`src/rtl/spi_reg_writer.sv`:
```
// SPI write-only initiator: serialises {rw, addr[6:0], data[7:0]} as a 16-bit mode-0 frame, MSB first.
// Optional build macro SPI_REG_WRITER_ADDR_CHECK_EN rejects addresses above 7'h04 with an err pulse.
module spi_reg_writer #(
    parameter int unsigned CLK_DIV    = 4,
    parameter int unsigned GAP_CYCLES = 4
) (
    input  logic       clk,
    input  logic       rst_n,
    input  logic       req_valid,
    output logic       req_ready,
    input  logic       req_rw,
    input  logic [6:0] req_addr,
    input  logic [7:0] req_data,
    output logic       sclk,
    output logic       ncs,
    output logic       copi,
    output logic       busy,
    output logic       done,
    output logic       err
);

    localparam int unsigned MAX_CNT  = (CLK_DIV > GAP_CYCLES) ? CLK_DIV : GAP_CYCLES;
    localparam int unsigned CNT_W    = $clog2(MAX_CNT + 1);
    localparam int unsigned FRAME_W  = 16;
    localparam logic [CNT_W-1:0] DIV_LAST = CNT_W'(CLK_DIV - 1);
    localparam logic [CNT_W-1:0] GAP_LAST = CNT_W'(GAP_CYCLES - 1);
    localparam logic [3:0]       BIT_LAST = 4'd15;

    typedef enum logic [2:0] {
        IDLE,
        SETUP,
        SHIFT,
        HOLD,
        GAP
    } state_t;

    state_t               state_q, state_d;
    logic [CNT_W-1:0]     cnt_q, cnt_d;
    logic [3:0]           bit_q, bit_d;
    logic [FRAME_W-1:0]   sh_q, sh_d;
    logic                 sclk_q, sclk_d;
    logic                 ncs_q, ncs_d;
    logic                 copi_q, copi_d;
    logic                 busy_q, busy_d;
    logic                 done_q, done_d;
    logic                 err_q, err_d;
    logic                 ready_q, ready_d;
    logic                 accept;
    logic                 bad_addr;
    logic [FRAME_W-1:0]   frame;

    assign accept = req_valid && ready_q;
    assign frame  = {req_rw, req_addr, req_data};

`ifdef SPI_REG_WRITER_ADDR_CHECK_EN
    // A rejected request completes its handshake, then reports err one cycle later.
    logic reject_q, reject_d;
    assign bad_addr = (req_addr > 7'h04);
    assign reject_d = accept && bad_addr;
    assign err_d    = reject_q;

    always_ff @(posedge clk or negedge rst_n) begin
        if (!rst_n) reject_q <= 1'b0;
        else        reject_q <= reject_d;
    end
`else
    assign bad_addr = 1'b0;
    assign err_d    = 1'b0;
`endif

    // State and output registers.
    always_ff @(posedge clk or negedge rst_n) begin
        if (!rst_n) begin
            state_q <= IDLE;
            cnt_q   <= '0;
            bit_q   <= '0;
            sh_q    <= '0;
            sclk_q  <= 1'b0;
            ncs_q   <= 1'b1;
            copi_q  <= 1'b0;
            busy_q  <= 1'b0;
            done_q  <= 1'b0;
            err_q   <= 1'b0;
            ready_q <= 1'b1;
        end else begin
            state_q <= state_d;
            cnt_q   <= cnt_d;
            bit_q   <= bit_d;
            sh_q    <= sh_d;
            sclk_q  <= sclk_d;
            ncs_q   <= ncs_d;
            copi_q  <= copi_d;
            busy_q  <= busy_d;
            done_q  <= done_d;
            err_q   <= err_d;
            ready_q <= ready_d;
        end
    end

    // Next-state: SHIFT runs 16 full SCLK periods (high then low); copi advances on falling edges.
    always_comb begin
        state_d = state_q;
        cnt_d   = cnt_q;
        bit_d   = bit_q;
        sh_d    = sh_q;
        sclk_d  = sclk_q;
        ncs_d   = ncs_q;
        copi_d  = copi_q;
        done_d  = 1'b0;

        unique case (state_q)
            IDLE: begin
                if (accept && !bad_addr) begin
                    ncs_d   = 1'b0;
                    copi_d  = frame[FRAME_W-1];
                    sh_d    = frame;
                    cnt_d   = '0;
                    bit_d   = '0;
                    state_d = SETUP;
                end
            end
            SETUP: begin
                if (cnt_q == DIV_LAST) begin
                    cnt_d   = '0;
                    sclk_d  = 1'b1;
                    state_d = SHIFT;
                end else begin
                    cnt_d = cnt_q + CNT_W'(1);
                end
            end
            SHIFT: begin
                if (cnt_q == DIV_LAST) begin
                    cnt_d = '0;
                    if (sclk_q) begin
                        sclk_d = 1'b0;
                        if (bit_q != BIT_LAST) begin
                            sh_d   = {sh_q[FRAME_W-2:0], 1'b0};
                            copi_d = sh_q[FRAME_W-2];
                        end
                    end else if (bit_q == BIT_LAST) begin
                        state_d = HOLD;
                    end else begin
                        sclk_d = 1'b1;
                        bit_d  = bit_q + 4'd1;
                    end
                end else begin
                    cnt_d = cnt_q + CNT_W'(1);
                end
            end
            HOLD: begin
                if (cnt_q == DIV_LAST) begin
                    cnt_d   = '0;
                    ncs_d   = 1'b1;
                    copi_d  = 1'b0;
                    done_d  = 1'b1;
                    state_d = GAP;
                end else begin
                    cnt_d = cnt_q + CNT_W'(1);
                end
            end
            GAP: begin
                if (cnt_q == GAP_LAST) begin
                    cnt_d   = '0;
                    state_d = IDLE;
                end else begin
                    cnt_d = cnt_q + CNT_W'(1);
                end
            end
            default: begin
                state_d = IDLE;
                sclk_d  = 1'b0;
                ncs_d   = 1'b1;
                copi_d  = 1'b0;
            end
        endcase

        busy_d  = (state_d != IDLE);
        ready_d = (state_d == IDLE);
    end

    assign req_ready = ready_q;
    assign sclk      = sclk_q;
    assign ncs       = ncs_q;
    assign copi      = copi_q;
    assign busy      = busy_q;
    assign done      = done_q;
    assign err       = err_q;

endmodule

```
`config.mk`:
```
export PLATFORM = sky130hd
export DESIGN_NAME = spi_reg_writer
export DESIGN_NICKNAME = d
export VERILOG_FILES = /design/src/rtl/spi_reg_writer.sv
export SDC_FILE = /design/constraint.sdc
export NUM_CORES = 1
export LEC_CHECK = 0
export BUFFER_PORTS_ARGS = -buffer_cell sky130_fd_sc_hd__buf_2
export CAP_MARGIN = 40
export CORE_UTILIZATION = 49
export DETAILED_ROUTE_END_ITERATION = 10
export GPL_TIMING_DRIVEN = 1
export PLACE_DENSITY = 0.66
export SLEW_MARGIN = 15
export SYNTH_ARGS = -nofsm -noshare
export SYNTH_HDL_FRONTEND = slang
export SYNTH_SLANG_ARGS = --single-unit
```
`constraint.sdc`:
```
create_clock -name clk -period 2.56 [get_ports clk]
set_clock_uncertainty 0.1 [all_clocks]
set_input_delay 0.384 -clock clk [delete_from_list [all_inputs] [get_ports clk]]
set_output_delay 0.384 -clock clk [all_outputs]
set_load 0.05 [all_outputs]
```
==> flow_metrics.env <==
export IMPL_postCtsSetupBuffers=0
export IMPL_wirelength_mm=3.46
export IMPL_root_buffer="clkbuf_4"
export IMPL_pin_count=26
export IMPL_drt_iter0_markers=112
export IMPL_cts_resized_gates=0
export IMPL_layout_drive_gt1_share=0.337
export IMPL_setup_violations=0
export IMPL_critPathKind="flip-flop to flip-flop"
export IMPL_hold_viol=29
export IMPL_yosysTopAreaCellShare=0.435
export IMPL_critPathMaxFanout=9
export IMPL_ys_flop_type="dfrtp_1"
export IMPL_antenna_found_initial=0
export IMPL_hpwl_mm=2.43
export IMPL_final_max_slew_viol_count=0
export IMPL_rows=20
export IMPL_busiest_layer="met2"
export IMPL_max_freq_mhz=480
export IMPL_min_path_type="primary input to async pin"
export IMPL_cp_end_kind="flip-flop"
export IMPL_core_sq_um=3150
export IMPL_h_tree_depth=2
export IMPL_hold_buffers=0
export IMPL_use_met2=0.312
export IMPL_relSlewSlack=0.543
export IMPL_post_route_period_util=0.813
export IMPL_fin_setup_tns_ns=0
export IMPL_use_met3=0.0682
export IMPL_area_growth_pct=11.5
export IMPL_irDropWorstVdd_v=0.000642
export IMPL_ys_seq_area_frac=0.466
export IMPL_yosys_top_cells_area="dfrtp_1 (43%), o221a_2 (9.4%), o21bai_1 (6.3%), dfstp_2 (3.1%), mux2i_1 (2.4%)"
export IMPL_synthTopCellsByCount="dfrtp_1 (29), o21bai_1 (14), o221a_2 (14)"
export IMPL_synth_fp_nets=170
export IMPL_cap_violations=0
export IMPL_synth_edf_count=0
export IMPL_die_area_sq_um=3640
export IMPL_cts_tree="yes"
export IMPL_initial_utilization=0.529
export IMPL_start_kind="flip-flop"
export IMPL_avgSynthCellArea_sq_um=11.2
export IMPL_violations="negative hold slack"
export IMPL_final_antenna_net_count=0
export IMPL_synth_top_area_cell="dfrtp_1"
export IMPL_p_int_mw=1.31
export IMPL_num_antenna_cells=0
export IMPL_path_cells="ha_1, nand3_2, a2111oi_4, buf_4, o21bai_1, o221a_2"
export IMPL_drcViolationCount=0
export IMPL_cp_top_family="compound AO/OA/AOI/OAI gates"
export IMPL_fin_nets=195
export IMPL_clk_latency_ns=0.33
export IMPL_power_switching_uw=938
export IMPL_p_leak_nw=0.791
export IMPL_nFillCells=304
export IMPL_vias_per_cell=5.90
export IMPL_comb_power_share=0.462
export IMPL_max_stage_delay_ns=0.59
export IMPL_grt_max_degree=32
export IMPL_clk_pin_slew_worst_paths_ns=0.09
export IMPL_ys_types=45
export IMPL_setup_ws_ns=0.478
export IMPL_worstPathArrival_ns=2.20
export IMPL_whs_ns=-0.0139
export IMPL_outcome="finished, violations left"
export IMPL_clk_path_buf_depth=2
export IMPL_cts_sinks=31
export IMPL_firstDrtPassIters=4
export IMPL_power_density_nw_per_um2=1210
export IMPL_vias=1292
export IMPL_cts_buffers=5
export IMPL_layout_min_cycle_time_ns=2.08
export IMPL_synth_seq_cells=31
export IMPL_grt_use_met1=0.306
export IMPL_routabilityCongestion=0.798
export IMPL_post_dp_cell_area_sq_um=1810
export IMPL_swShare=0.417
export IMPL_synth_most_common_cell="dfrtp_1"
export IMPL_worst_endpoint_required_ns=2.68
export IMPL_slowest_stage="a2111oi_4"
export IMPL_grt_use_total=0.217
export IMPL_pwr_share_clk=0.118
export IMPL_io_buffers=24
export IMPL_worstMarginPinSlew_ns=0.685
export IMPL_dp_slack_ns=0.504
export IMPL_first_global_vias=1221
export IMPL_synth_area_sq_um=1670
export IMPL_cp_buffers_inverters=1
export IMPL_fin_area_sq_um=1860
export IMPL_seq_power_share=0.420
export IMPL_ys_warn_count=0
export IMPL_gr_total_overflow=0
export IMPL_synthCells=149
export IMPL_rsz0062_at_grt="false"
export IMPL_die_w_um=60.4
export IMPL_avgRoutedWirePerCell_um=15.8
export IMPL_dieHeight_um=60.4
export IMPL_synth_async_reset_ratio=1.00
export IMPL_grt_pass1_wl_mm=5.72
## layout by cell type, fill, tap and decap left out, types with 3 or more instances in the layout
cell type  count
a21oi_1        5
a31oi_1        3
buf_2         24
buf_4          4
clkbuf_4       5
dfrtp_1       29
inv_1          3
mux2i_1        4
nand2_1        8
nor2_1         6
nor3_1         4
o21ai_0        8
o21bai_1      14
o221a_2       14
o2bb2ai_1      3
## worst paths after layout
| path | startpoint | end | slack, ns | cells after the start |
|---|---|---|---|---|
| min in group clk | req_addr[6] | sh_q[14] | 0.23 | 2 |
| setup / recovery | bit_q[0] | sh_q[8] | 0.48 | 6 |
| hold reg to reg | copi | copi | 0.41 | 1 |
| max in group asynchronous | rst_n | sh_q[4] | 1.93 | 1 |
| hold / removal | rst_n | bit_q[0] | -0.01 | 1 |
| setup reg to reg | bit_q[0] | sh_q[8] | 0.48 | 6 |
## through the flow
| step | power, mW | util | std cells |
|---|---|---|---|
| final | 2.25 | 0.590 | 219 |
| after floorplan | 1.76 | - | 149 |
| after global routing | 2.43 | 0.590 | 219 |
| after global placement | 1.95 | 0.574 | 211 |
| after CTS | 2.26 | 0.590 | 219 |
| after detailed placement | 1.98 | 0.574 | 211 |
## registers in the layout, summed over array words and instances (netlist names)
| register | count |
|---|---|
| ncs | 1 |
| bit_q | 4 |
| busy | 1 |
| cnt_q | 3 |
| req_ready | 1 |
| sclk | 1 |
| done | 1 |
| state_q | 3 |
| copi | 1 |
| sh_q | 15 |
## cell type report
type	instances	area, sq um	area share
Inverter	3	11.3	0.00605
Clock buffer	7	45.0	0.0242
Multi-Input combinational cell	105	816	0.438
Timing Repair Buffer	28	150	0.0807
Sequential cell	31	778	0.418
Clock inverter	1	5.00	0.00269
Tap cell	44	55.1	0.0296
## kinds of logic (layout without fill, tap and decap cells)
kind of cell               after synthesis  after routing  synth area share
buffers and inverters                   13             39            0.0450
adders and majority gates                2              2            0.0150
muxes                                    7              7            0.0510
and+or+nand+nor                         39             39             0.137
other                                    1              1           0.00225
AOI/OAI and AO/OA                       55             55             0.278
DFF                                     31             31             0.466
xor gates and xnor gates                 1              1           0.00525
## metal layers
layer / vias to the layer above / part of all wire
li1: 622 / -
met1: 637 / 0.50
met2: 25 / 0.44
met3: 8 / 0.042
met4: 0 / 0.014
met5: - / 0
## power groups by stage
stage / registers [mW] / clock network (mW) / logic, mW
floorplan: 0.965 / 0 / 0.798
global placement: 0.941 / 0 / 1.01
detailed placement: 0.940 / 0 / 1.04
CTS: 0.940 / 0.274 / 1.04
global route: 0.975 / 0.303 / 1.15
finish: 0.944 / 0.265 / 1.04
Power figures use the tool's default switching activity.
